--- src/rtl/vsharp_fsm_pkg.sv ---
// Shared types and defaults for generated FSMs and their call/return sequencer.
package vsharp_fsm_pkg;

    localparam int unsigned STATE_W_DEFAULT = 8;
    localparam int unsigned DATA_W_DEFAULT  = 32;

    localparam logic [STATE_W_DEFAULT-1:0] STATE_INITIAL = 8'd0;

    typedef enum logic [0:0] {
        RUN   = 1'b0,
        ERROR = 1'b1
    } ctrl_state_e;

endpackage

--- src/rtl/lifo_stack.sv ---
// Small register-based LIFO. The top entry is presented combinationally on dout.
module lifo_stack
    import vsharp_fsm_pkg::*;
#(
    parameter int unsigned WIDTH = 8,
    parameter int unsigned DEPTH = 4,
    localparam int unsigned CntW = $clog2(DEPTH + 1)
) (
    input  logic             clk,
    input  logic             reset,
    input  logic             push,
    input  logic             pop,
    input  logic [WIDTH-1:0] din,
    output logic [WIDTH-1:0] dout,
    output logic             full,
    output logic             empty,
    output logic [CntW-1:0]  count
);

    localparam int unsigned IdxW = (DEPTH > 1) ? $clog2(DEPTH) : 1;

    logic [WIDTH-1:0] mem_q [DEPTH];
    logic [WIDTH-1:0] mem_d [DEPTH];
    logic [CntW-1:0]  count_q, count_d;
    logic [CntW-1:0]  top_cnt;
    logic [IdxW-1:0]  top_idx;
    logic [IdxW-1:0]  wr_idx;

    assign full  = (count_q == CntW'(DEPTH));
    assign empty = (count_q == '0);
    assign count = count_q;

    always_comb begin
        top_cnt = count_q - CntW'(1);
        top_idx = IdxW'(top_cnt);
        wr_idx  = IdxW'(count_q);
        dout    = empty ? '0 : mem_q[top_idx];
    end

    // Push and pop are mutually exclusive at the caller; guards keep the count from wrapping.
    always_comb begin
        mem_d   = mem_q;
        count_d = count_q;
        if (push && !full) begin
            mem_d[wr_idx] = din;
            count_d       = count_q + CntW'(1);
        end else if (pop && !empty) begin
            count_d = count_q - CntW'(1);
        end
    end

    always_ff @(posedge clk) begin
        if (reset) begin
            count_q <= '0;
            for (int i = 0; i < DEPTH; i++) begin
                mem_q[i] <= '0;
            end
        end else begin
            count_q <= count_d;
            mem_q   <= mem_d;
        end
    end

endmodule

--- src/rtl/fsm_call_ctrl.sv ---
// Call/return sequencer: pushes resume states on call, pops them on return and
// steers the caller's state register through a one-cycle next_state pulse.
module fsm_call_ctrl
    import vsharp_fsm_pkg::*;
#(
    parameter int unsigned STATE_W = STATE_W_DEFAULT,
    parameter int unsigned DATA_W  = DATA_W_DEFAULT,
    parameter int unsigned DEPTH   = 4,
    localparam int unsigned CntW   = $clog2(DEPTH + 1)
) (
    input  logic               clk,
    input  logic               reset,
    input  logic               call_valid,
    input  logic [STATE_W-1:0] call_target,
    input  logic [STATE_W-1:0] call_resume,
    input  logic               ret_valid,
    input  logic [DATA_W-1:0]  ret_value,
    output logic               next_state_valid,
    output logic [STATE_W-1:0] next_state,
    output logic [DATA_W-1:0]  ret_data,
    output logic               ret_data_valid,
    output logic [CntW-1:0]    depth,
    output logic               overflow,
    output logic               underflow,
    output logic               protocol_err
);

    ctrl_state_e        state_q, state_d;
    logic               nsv_q, nsv_d;
    logic [STATE_W-1:0] ns_q, ns_d;
    logic [DATA_W-1:0]  rd_q, rd_d;
    logic               rdv_q, rdv_d;
    logic               ovf_q, ovf_d;
    logic               udf_q, udf_d;
    logic               perr_q, perr_d;

    logic               push, pop;
    logic [STATE_W-1:0] top;
    logic               full, empty;

    lifo_stack #(
        .WIDTH (STATE_W),
        .DEPTH (DEPTH)
    ) u_stack (
        .clk   (clk),
        .reset (reset),
        .push  (push),
        .pop   (pop),
        .din   (call_resume),
        .dout  (top),
        .full  (full),
        .empty (empty),
        .count (depth)
    );

    always_comb begin
        state_d = state_q;
        nsv_d   = 1'b0;
        rdv_d   = 1'b0;
        ns_d    = ns_q;
        rd_d    = rd_q;
        ovf_d   = ovf_q;
        udf_d   = udf_q;
        perr_d  = perr_q;
        push    = 1'b0;
        pop     = 1'b0;
        // ERROR is absorbing: everything holds until reset.
        if (state_q == RUN) begin
            if (call_valid && ret_valid) begin
                perr_d  = 1'b1;
                state_d = ERROR;
            end else if (call_valid) begin
                if (full) begin
                    ovf_d   = 1'b1;
                    state_d = ERROR;
                end else begin
                    push  = 1'b1;
                    ns_d  = call_target;
                    nsv_d = 1'b1;
                end
            end else if (ret_valid) begin
                if (empty) begin
                    udf_d   = 1'b1;
                    state_d = ERROR;
                end else begin
                    pop   = 1'b1;
                    ns_d  = top;
                    rd_d  = ret_value;
                    nsv_d = 1'b1;
                    rdv_d = 1'b1;
                end
            end
        end
    end

    always_ff @(posedge clk) begin
        if (reset) begin
            state_q <= RUN;
            nsv_q   <= 1'b0;
            ns_q    <= '0;
            rd_q    <= '0;
            rdv_q   <= 1'b0;
            ovf_q   <= 1'b0;
            udf_q   <= 1'b0;
            perr_q  <= 1'b0;
        end else begin
            state_q <= state_d;
            nsv_q   <= nsv_d;
            ns_q    <= ns_d;
            rd_q    <= rd_d;
            rdv_q   <= rdv_d;
            ovf_q   <= ovf_d;
            udf_q   <= udf_d;
            perr_q  <= perr_d;
        end
    end

    assign next_state_valid = nsv_q;
    assign next_state       = ns_q;
    assign ret_data         = rd_q;
    assign ret_data_valid   = rdv_q;
    assign overflow         = ovf_q;
    assign underflow        = udf_q;
    assign protocol_err     = perr_q;

endmodule

--- config.mk ---
export PLATFORM = sky130hd
export DESIGN_NAME = fsm_call_ctrl
export DESIGN_NICKNAME = d
export VERILOG_FILES = /design/src/rtl/vsharp_fsm_pkg.sv /design/src/rtl/lifo_stack.sv /design/src/rtl/fsm_call_ctrl.sv
export SDC_FILE = /design/constraint.sdc
export NUM_CORES = 1
export LEC_CHECK = 0
export CAP_MARGIN = 40
export CORE_ASPECT_RATIO = 2
export CORE_MARGIN = 3
export CORE_UTILIZATION = 42
export CTS_CLUSTER_DIAMETER = 200
export DETAILED_ROUTE_END_ITERATION = 12
export PLACE_DENSITY = 0.72
export SLEW_MARGIN = 20
export SYNTH_ARGS = -nofsm -noshare
export SYNTH_HDL_FRONTEND = slang
export SYNTH_HIERARCHICAL = 1
export SYNTH_SLANG_ARGS = --single-unit
--- constraint.sdc ---
create_clock -name clk -period 5.4 [get_ports clk]
set_input_delay 1.08 -clock clk [delete_from_list [all_inputs] [get_ports clk]]
set_output_delay 1.08 -clock clk [all_outputs]
set_load 0.03 [all_outputs]
Word-level counts from Yosys, hierarchy flattened. Cells that the tools add are included.

Add/subtract/negate cells: 2. Order comparisons: 3. Eq/ne operators: 3. Muxes and demuxes: 28. Bitwise gates (word level): 6. Reductions and logical operators: 15.

Operators with widths (number): 8-bit 2-to-1 mux (7); 32-bit bitwise mux (1); 8-bit binary-select mux with 2-bit select (1); 8-bit demux with 2-bit select (1); 1-bit 2-to-1 mux (16); 5-bit AND reduction (3); 3-bit greater-or-equal comparator (second input constant) (2); 3-bit 2-to-1 mux (2); 2-bit NOT with 3-bit output (2); 1-bit logical AND (4); 2-bit inequality test (second input constant) (2); 1-bit NOT (4); 4-bit AND reduction (1); 2-bit nonzero test (2); 3-bit by 1-bit adder with 3-bit output (second input constant) (1); 3-bit == test (second input constant) (1); 3-bit zero test (1); 3-bit by 1-bit less-than comparator with 1-bit output (second input constant) (1); 3-bit OR reduction (1); 3-bit by 1-bit subtractor with 3-bit output (second input constant) (1); 1-bit zero test (2); 2-bit AND reduction (1).

Bits in registers: 81. Input bits: 52. Output and inout bits: 48. Logic and storage cells: 70.

Logic depth before layout (Yosys ltp). Gate-level depths: netlist (run 1).

Word-level depth: 9. Gate-level depth with buffers: 14. Mapped depth without buffers: 8.

By module. The synthesis (run 1) kept the hierarchy.

Modules (own cells, without submodules): lifo_stack (instances 1, cells each 199, area each 1759.2 µm², seq. area each 700.7 µm²); fsm_call_ctrl (instances 1, cells each 200, area each 1737.9 µm², seq. area each 920.9 µm²).

Least setup slack after synthesis (run 1). No wires, ideal clock.

Kind: reg2reg. Start: register u_stack.count_q[0] (netlist: u_stack/count[0]). End: register u_stack.count_q[1] (netlist: u_stack/count[1]). Library setup time: 103 ps. Data arrival time: 3164 ps. Setup slack: 2132 ps. Cell stages (with the launch flop): 15. Path buffers: 6. Cells stage by stage: dfxtp_1 -> buf_4 -> inv_1 -> ha_1 -> buf_4 -> nor2b_1 -> buf_2 -> buf_4 -> or4b_1 -> buf_4 -> clkinv_4 -> buf_4 -> mux2i_1 -> a32o_1 -> a2111oi_2.

Cells in the longest elaborated chain, start to end: 8. Elaborated cells between the ends (all ways): 20. Those cells by class: add/sub: 2; eq/ne: 1; mux: 11; reduce/logical: 6.

Ends and longest elaborated chain: from (decl) (line lifo_stack.sv:24) `logic [CntW-1:0] count_q, count_d;`; from (signal assigned) (line lifo_stack.sv:59) `count_q <= count_d;`; 3-bit zero test (line lifo_stack.sv:30) `assign empty = (count_q == '0);`; via empty (line fsm_call_ctrl.sv:39) `logic full, empty;`; 1-bit 2-to-1 mux (line fsm_call_ctrl.sv:82) `if (empty) begin`; 1-bit 2-to-1 mux (line fsm_call_ctrl.sv:81) `end else if (ret_valid) begin`; 1-bit 2-to-1 mux (2 in series); 1-bit 2-to-1 mux (line fsm_call_ctrl.sv:68) `if (state_q == RUN) begin`; via pop (line fsm_call_ctrl.sv:37) `logic push, pop;`; 1-bit logical AND (line lifo_stack.sv:47) `end else if (pop && !empty) begin`; 2-bit nonzero test (no source line).

The timed path passes the listed nets, and every way through them passes these cells. The select of a mux whose other input is x is not followed. A chain may end at the register's enable or synchronous reset.

Worst setup path in the final report (run 1).
Start: input port call_valid. End: register u_stack.count_q[0] (netlist: u_stack/count[0]).

Cells in the longest elaborated chain, start to end: 5. Elaborated cells between the ends (all ways): 11. Those cells by class: mux: 7; reduce/logical: 4.

Ends and longest elaborated chain: from (decl) (line fsm_call_ctrl.sv:13) `input logic call_valid,`; 1-bit 2-to-1 mux / 1-bit logical AND (equally long branches) (line fsm_call_ctrl.sv:72, fsm_call_ctrl.sv:69); 1-bit 2-to-1 mux * (line fsm_call_ctrl.sv:69) `if (call_valid && ret_valid) begin`; 1-bit 2-to-1 mux * (line fsm_call_ctrl.sv:68); via push (line fsm_call_ctrl.sv:37); 1-bit logical AND * (line lifo_stack.sv:44) `if (push && !full) begin`; 3-bit 2-to-1 mux / 2-bit nonzero test (equally long branches).

The timed path passes the listed nets; every way through them passes the cells marked *.

==> results of run 1 <==
==> registers in the layout (all words and copies together), names as in the netlist <==
register and flops:
next_state 8, u_stack/count 3, state_q 1, underflow 1, ret_data 32, u_stack/mem_q 32
ret_data_valid 1, protocol_err 1, overflow 1, next_state_valid 1
==> cells by family (layout without fill, tap and decap cells) <==
kind of cell    after synthesis  in the layout  synth area share, %
compound gates              111            111                 18.9
fa+ha+maj                     5              5                 1.79
buf+inv                      43            130                 6.48
flops                        81             81                 46.4
mux                          18             18                 8.05
simple gates                141            141                 18.4
==> per-layer routing <==
layer | wire, um | vias up
met2 | 5310 | 122
met3 | 487 | 25
met5 | 0 | -
met4 | 289 | 0
met1 | 3760 | 1501
li1 | - | 1552
==> worst paths after layout <==
check	from	end	slack (ns)
worst max-delay path	call_valid	u_stack/count[0]	1.82
worst min-delay path	ret_data[9]	ret_data[9]	0.45
worst max register to register	u_stack/count[0]	u_stack/count[0]	2.21
worst min register to register	ret_data[9]	ret_data[9]	0.45
==> power groups by stage <==
stage	clock (W)	combinational (W)	sequential [W]
6_report	0.000672	0.000163	0.000621
5_1_grt	0.000705	0.000173	0.000622
4_1_cts	0.000683	0.000161	0.000622
3_5_place_dp	0	0.000159	0.000636
3_3_place_gp	0	0.000158	0.000635
2_1_floorplan	0	0.0000698	0.000650
==> worst max-delay path: cells and delay by family <==
family                 cells  cell delay (ns)
buffers and inverters      2             1.22
AOI/OAI and AO/OA          2             0.86
muxes                      1             0.33
and+or+nand+nor            1             0.30
==> cell usage in the layout (no fill, tap or decap), types with 2 or more instances in the layout <==
cell / instances
clkdlybuf4s50_1: 98
dfxtp_1: 81
nand2_1: 74
a21oi_1: 67
nand3_1: 32
o21ai_0: 26
nor2b_1: 10
mux2i_1: 9
clkbuf_16: 9
nor3_1: 8
inv_1: 8
nor2_1: 8
mux4_2: 8
a211oi_2: 7
ha_1: 5
buf_4: 4
a31oi_1: 2
clkbuf_8: 2
bufinv_16: 2
nand3b_1: 2
==> through the flow <==
| step | worst slack, ns | power (W) | area, um2 | utilization, % |
|---|---|---|---|---|
| finish | 1.82 | 0.00146 | 4800 | 60.0 |
| CTS | 1.82 | 0.00147 | 4790 | 59.9 |
| floorplan | 2.13 | 0.000720 | 3500 | - |
| global route | 1.74 | 0.00150 | 4800 | 60.0 |
| global placement | 1.57 | 0.000793 | 4460 | 55.7 |
| detailed placement | 1.51 | 0.000795 | 4460 | 55.7 |
==> layout make-up <==
type	instances	area share, %
Clock inverter	4	1.54
Timing Repair Buffer	104	21.4
Inverter	10	0.886
Clock buffer	12	5.34
Multi-Input combinational cell	275	34.5
Tap cell	96	2.50
Sequential cell	81	33.8
==> flow_summary.json, run 1 <==
{
  "status": "finished clean",
  "cts_root_buffer": "clkbuf_16",
  "initial_utilization_pct": 43.7,
  "sequentialPowerShare_pct": 42.7,
  "antenna_found_initial": 0,
  "rows": 46,
  "fin_crit_ns": 3.58,
  "p_clk_share_pct": 46.1,
  "die_h_um": 135,
  "fin_cells": 582,
  "dr.pass1.iters": 5,
  "busiest_layer": "met2",
  "drt-vias-per-instance": 5.50,
  "seq_area_um2": 1620,
  "synth-seq-cells": 81,
  "worst-path-max-fanout": 25,
  "max_freq_ghz": 0.280,
  "cpPeakStageDelay_ns": 0.89,
  "core_um2": 8000,
  "grt_setup_unrepaired": "false",
  "syn_inst": 399,
  "synth_edf_count": 0,
  "clock_latency_ns": 0.34,
  "crit_path_top_delay_cell": "clkdlybuf4s50_1",
  "fill_cells": 735,
  "finalSetupTns_ns": 0,
  "p_sw_w": 0.000339,
  "gp_congestion": 0.843,
  "drt_wl_total_um": 9850,
  "synthFlopType": "dfxtp_1",
  "peakVddDrop_v": 0.000196,
  "holdWs_ns": 0.454,
  "rr_worst_depth": 8,
  "hp-class": "flip-flop to flip-flop",
  "holdBufCountCts": 0,
  "grt_max_degree": 47,
  "synth_area_per_cell_um2": 8.76,
  "worst_pin_slew_ns": 0.751,
  "cts_tree": "built",
  "first_iter_violations": 191,
  "hold_viol": 0,
  "power_frac_comb_pct": 11.2,
  "overflow": 0,
  "dp_hpwl_um": 6580,
  "fp.dieW_um": 70.5,
  "cts_max_level": 3,
  "grt_use_total_pct": 20.7,
  "internal-power_w": 0.00112,
  "grt_util_met3_pct": 4.32,
  "drv_slew": 0,
  "hold_depth": 2,
  "numCtsBuffers": 9,
  "grt_pass1_wl_um": 15500,
  "synth.largest_area_cell": "dfxtp_1",
  "swShare_pct": 23.3,
  "first_global_vias": 3098,
  "drc": 0,
  "finalCritPeriodShare_pct": 66.2,
  "worst_clock_skew_ns": 0.00509,
  "clkTransAtPathRegs_ns": 0.06,
  "dp.cells": 565,
  "met1_usage_pct": 22.4,
  "antenna_cells": 0,
  "multiInputGateArea_um2": 1660,
  "layout-drive-gt1-share_pct": 8.85,
  "syn2layout_area_growth_pct": 37.2,
  "synth-seq-area-share_pct": 46.4,
  "yosys-top-cells-count": "81 x dfxtp_1, 74 x nand2_1, 67 x a21oi_1, 32 x nand3_1, 26 x o21ai_0",
  "cts_setup_buffers": 0,
  "ctsResizeCount": 0,
  "yosys_warnings": 6,
  "yosysMostFrequentCell": "dfxtp_1",
  "worstSetupPathType": "primary input to flip-flop",
  "path_cells": "clkdlybuf4s50_1 > nor4b_4 > buf_4 > a21boi_4 > a2bb2oi_1 > mux2_1",
  "synthTopCellsByArea": "dfxtp_1 46%, a21oi_1 9.6%, nand2_1 7.9%",
  "fin_nets": 538,
  "die-area_um2": 9520,
  "dr_total_vias": 3200,
  "io_pins": 100,
  "syn_area_um2": 3500,
  "synth_top_area_share_pct": 46.4,
  "arrival_ns": 3.80,
  "slew_headroom_pct": 49.9,
  "cp-start-kind": "primary input",
  "worst_setup_path_end_kind": "flip-flop",
  "syn_nets": 456,
  "powerDensity_nw_per_um2": 303,
  "cts.path.max_buffers": 2,
  "ant_nets": 0,
  "synth.distinct_cells": 39,
  "cp.required_ns": 5.63,
  "port_buffers": 99,
  "avgRoutedWirePerCell_um": 16.9,
  "clock-sinks": 81,
  "setup_viol": 0,
  "maxCapViolCount": 0,
  "synthArstFlopShare_pct": 0,
  "grt.met2_usage_pct": 37.2,
  "p_leak_nw": 1.61
}
No activity file was read; power rests on OpenSTA's default activity.
==> run 2: changes to the inputs <==
==> constraint.sdc (replaced) <==
create_clock -name clk -period 3.4 [get_ports clk]
set_input_delay 0.68 -clock clk [delete_from_list [all_inputs] [get_ports clk]]
set_output_delay 0.68 -clock clk [all_outputs]
set_load 0.03 [all_outputs]
==> run 2 against run 1 <==
Net effect: core utilization grew 1.1 points; register-to-register slack worse by 1.5 ns; sequential share of layout area decreased by 0.62 points; non-clock buffer count up 6; global-route usage is 0.41 points higher; clock power grew 76%; critical path depth increased by 2; final cell count is 1.0% higher; design area grew 1.9%; first-iteration DRC count is 3.1% lower; via count fell by 0.84%; largest power group unchanged; highest routed layer unchanged.
==> flow_summary.json, run 2 (synthesis results as in run 1) <==
{
  "status": "finished clean",
  "layout_common_cells": "98 x clkdlybuf4s50_1, 81 x dfxtp_1, 74 x nand2_1, 67 x a21oi_1, 32 x nand3_1",
  "hp-start": "ret_data[12]",
  "drt-vias-per-instance": 5.40,
  "grt_util_met3_pct": 4.25,
  "worst_pin_slew_ns": 0.504,
  "worstSetupPathType": "flip-flop to flip-flop",
  "holdBufCountCts": 0,
  "cts_max_level": 3,
  "worst_clock_skew_ns": 0.00427,
  "fin_crit_ns": 2.67,
  "overflow": 0,
  "r2r_start": "u_stack/count[1]",
  "arrival_ns": 2.90,
  "r2r-end": "u_stack/count[1]",
  "hold_end": "ret_data[12]",
  "p_sw_w": 0.000542,
  "cts_root_buffer": "clkbuf_16",
  "grt_pass1_wl_um": 15800,
  "die_h_um": 135,
  "dr.pass1.iters": 5,
  "clkTransAtPathRegs_ns": 0.06,
  "die-area_um2": 9520,
  "rr_worst_depth": 8,
  "initial_utilization_pct": 43.7,
  "powerDensity_nw_per_um2": 497,
  "layout_commonest_cell": "clkdlybuf4s50_1",
  "drt_wl_total_um": 9660,
  "layout-drive-gt1-share_pct": 10.2,
  "antenna_found_initial": 0,
  "rows": 46,
  "internal-power_w": 0.00189,
  "r2r_slack_ns": 0.73,
  "ctsResizeCount": 0,
  "cts_setup_buffers": 0,
  "hp-class": "flip-flop to flip-flop",
  "worst-path-max-fanout": 46,
  "grt.met2_usage_pct": 38.5,
  "fin_nets": 544,
  "busiest_layer": "met2",
  "cts.path.max_buffers": 2,
  "core_um2": 8000,
  "finalCritPeriodShare_pct": 78.5,
  "first_iter_violations": 185,
  "avgRoutedWirePerCell_um": 16.4,
  "maxCapViolCount": 0,
  "drv_slew": 0,
  "fill_cells": 720,
  "io_pins": 100,
  "worst_setup_path_end_kind": "flip-flop",
  "grt_max_degree": 47,
  "swShare_pct": 22.3,
  "peakVddDrop_v": 0.000311,
  "hold_viol": 0,
  "p_leak_nw": 1.66,
  "gp_congestion": 0.821,
  "grt_setup_unrepaired": "false",
  "cp-start-kind": "flip-flop",
  "port_buffers": 99,
  "sequentialPowerShare_pct": 40.5,
  "setup_ws_ns": 0.730,
  "dp_slack_ns": 0.438,
  "dp_hpwl_um": 6670,
  "syn2layout_area_growth_pct": 39.8,
  "max_freq_ghz": 0.375,
  "setup_viol": 0,
  "drc": 0,
  "clock_latency_ns": 0.34,
  "numCtsBuffers": 9,
  "grt_use_total_pct": 21.1,
  "clock-sinks": 81,
  "fp.dieW_um": 70.5,
  "cp.required_ns": 3.63,
  "hold_depth": 2,
  "antenna_cells": 0,
  "p_clk_share_pct": 48.5,
  "cts_tree": "built",
  "power_frac_comb_pct": 10.9,
  "dr_total_vias": 3173,
  "met1_usage_pct": 22.8,
  "slew_headroom_pct": 66.2,
  "first_global_vias": 3274,
  "ant_nets": 0,
  "finalSetupTns_ns": 0
}
==> run 2: cell types whose count changed in the layout (fill, tap and decap cells not counted), sizes merged <==
cell      delta
buf          +6
clkbuf       -3
bufinv       +2
clkinvlp     +1
==> run 2: layout make-up <==
type                            instances  area, um2  share of cell area, %
Inverter                               10       42.5                  0.870
Tap cell                               96        120                   2.46
Clock inverter                          7        141                   2.89
Clock buffer                            9        225                   4.61
Timing Repair Buffer                  110       1080                   22.1
Multi-Input combinational cell        275       1660                   33.9
Sequential cell                        81       1620                   33.2
==> run 2: worst max-delay path by stage <==
stage	end	startpoint
2_1_floorplan	u_stack/count[1]	u_stack/count[0]
3_3_place_gp	u_stack/count[1]	ret_valid
3_5_place_dp	u_stack/count[1]	ret_valid
4_1_cts	u_stack/count[1]	u_stack/count[1]
5_1_grt	u_stack/count[1]	u_stack/count[1]
6_report	u_stack/count[1]	u_stack/count[1]
==> run 2: worst max-delay path, stage by stage, from the launching register on <==
cell and delay, ns:
dfxtp_1 0.39, inv_1 0.11, ha_1 0.32, nor2b_1 0.19, or4b_1 0.55, clkinv_4 0.29
mux2i_1 0.12, a32o_1 0.23, a2111oi_2 0.34
==> run 2: through the flow <==
stage                     cell area, um2  util (%)  total power, W  hold WS (ns)  std cells
after floorplan                     3500         -         0.00114         0.433        399
after global placement              4500      56.3         0.00127         0.441        571
after detailed placement            4500      56.3         0.00127         0.447        571
after CTS                           4870      60.9         0.00245         0.456        587
after global routing                4890      61.1         0.00251         0.482        588
final                               4890      61.1         0.00243         0.455        588
==> run 2: power by group through the flow <==
stage,sequential (W),clock [W],combinational (W)
3_5_place_dp,0.00101,0,0.000262
4_1_cts,0.000985,0.00120,0.000264
3_3_place_gp,0.00100,0,0.000261
2_1_floorplan,0.00103,0,0.000111
5_1_grt,0.000987,0.00124,0.000286
6_report,0.000985,0.00118,0.000266
==> run 2: layer usage <==
metal | vias up | share of wire (%)
met1 | 1481 | 37
li1 | 1556 | -
met4 | 0 | 2.7
met5 | - | 0
met2 | 114 | 55
met3 | 22 | 5.0
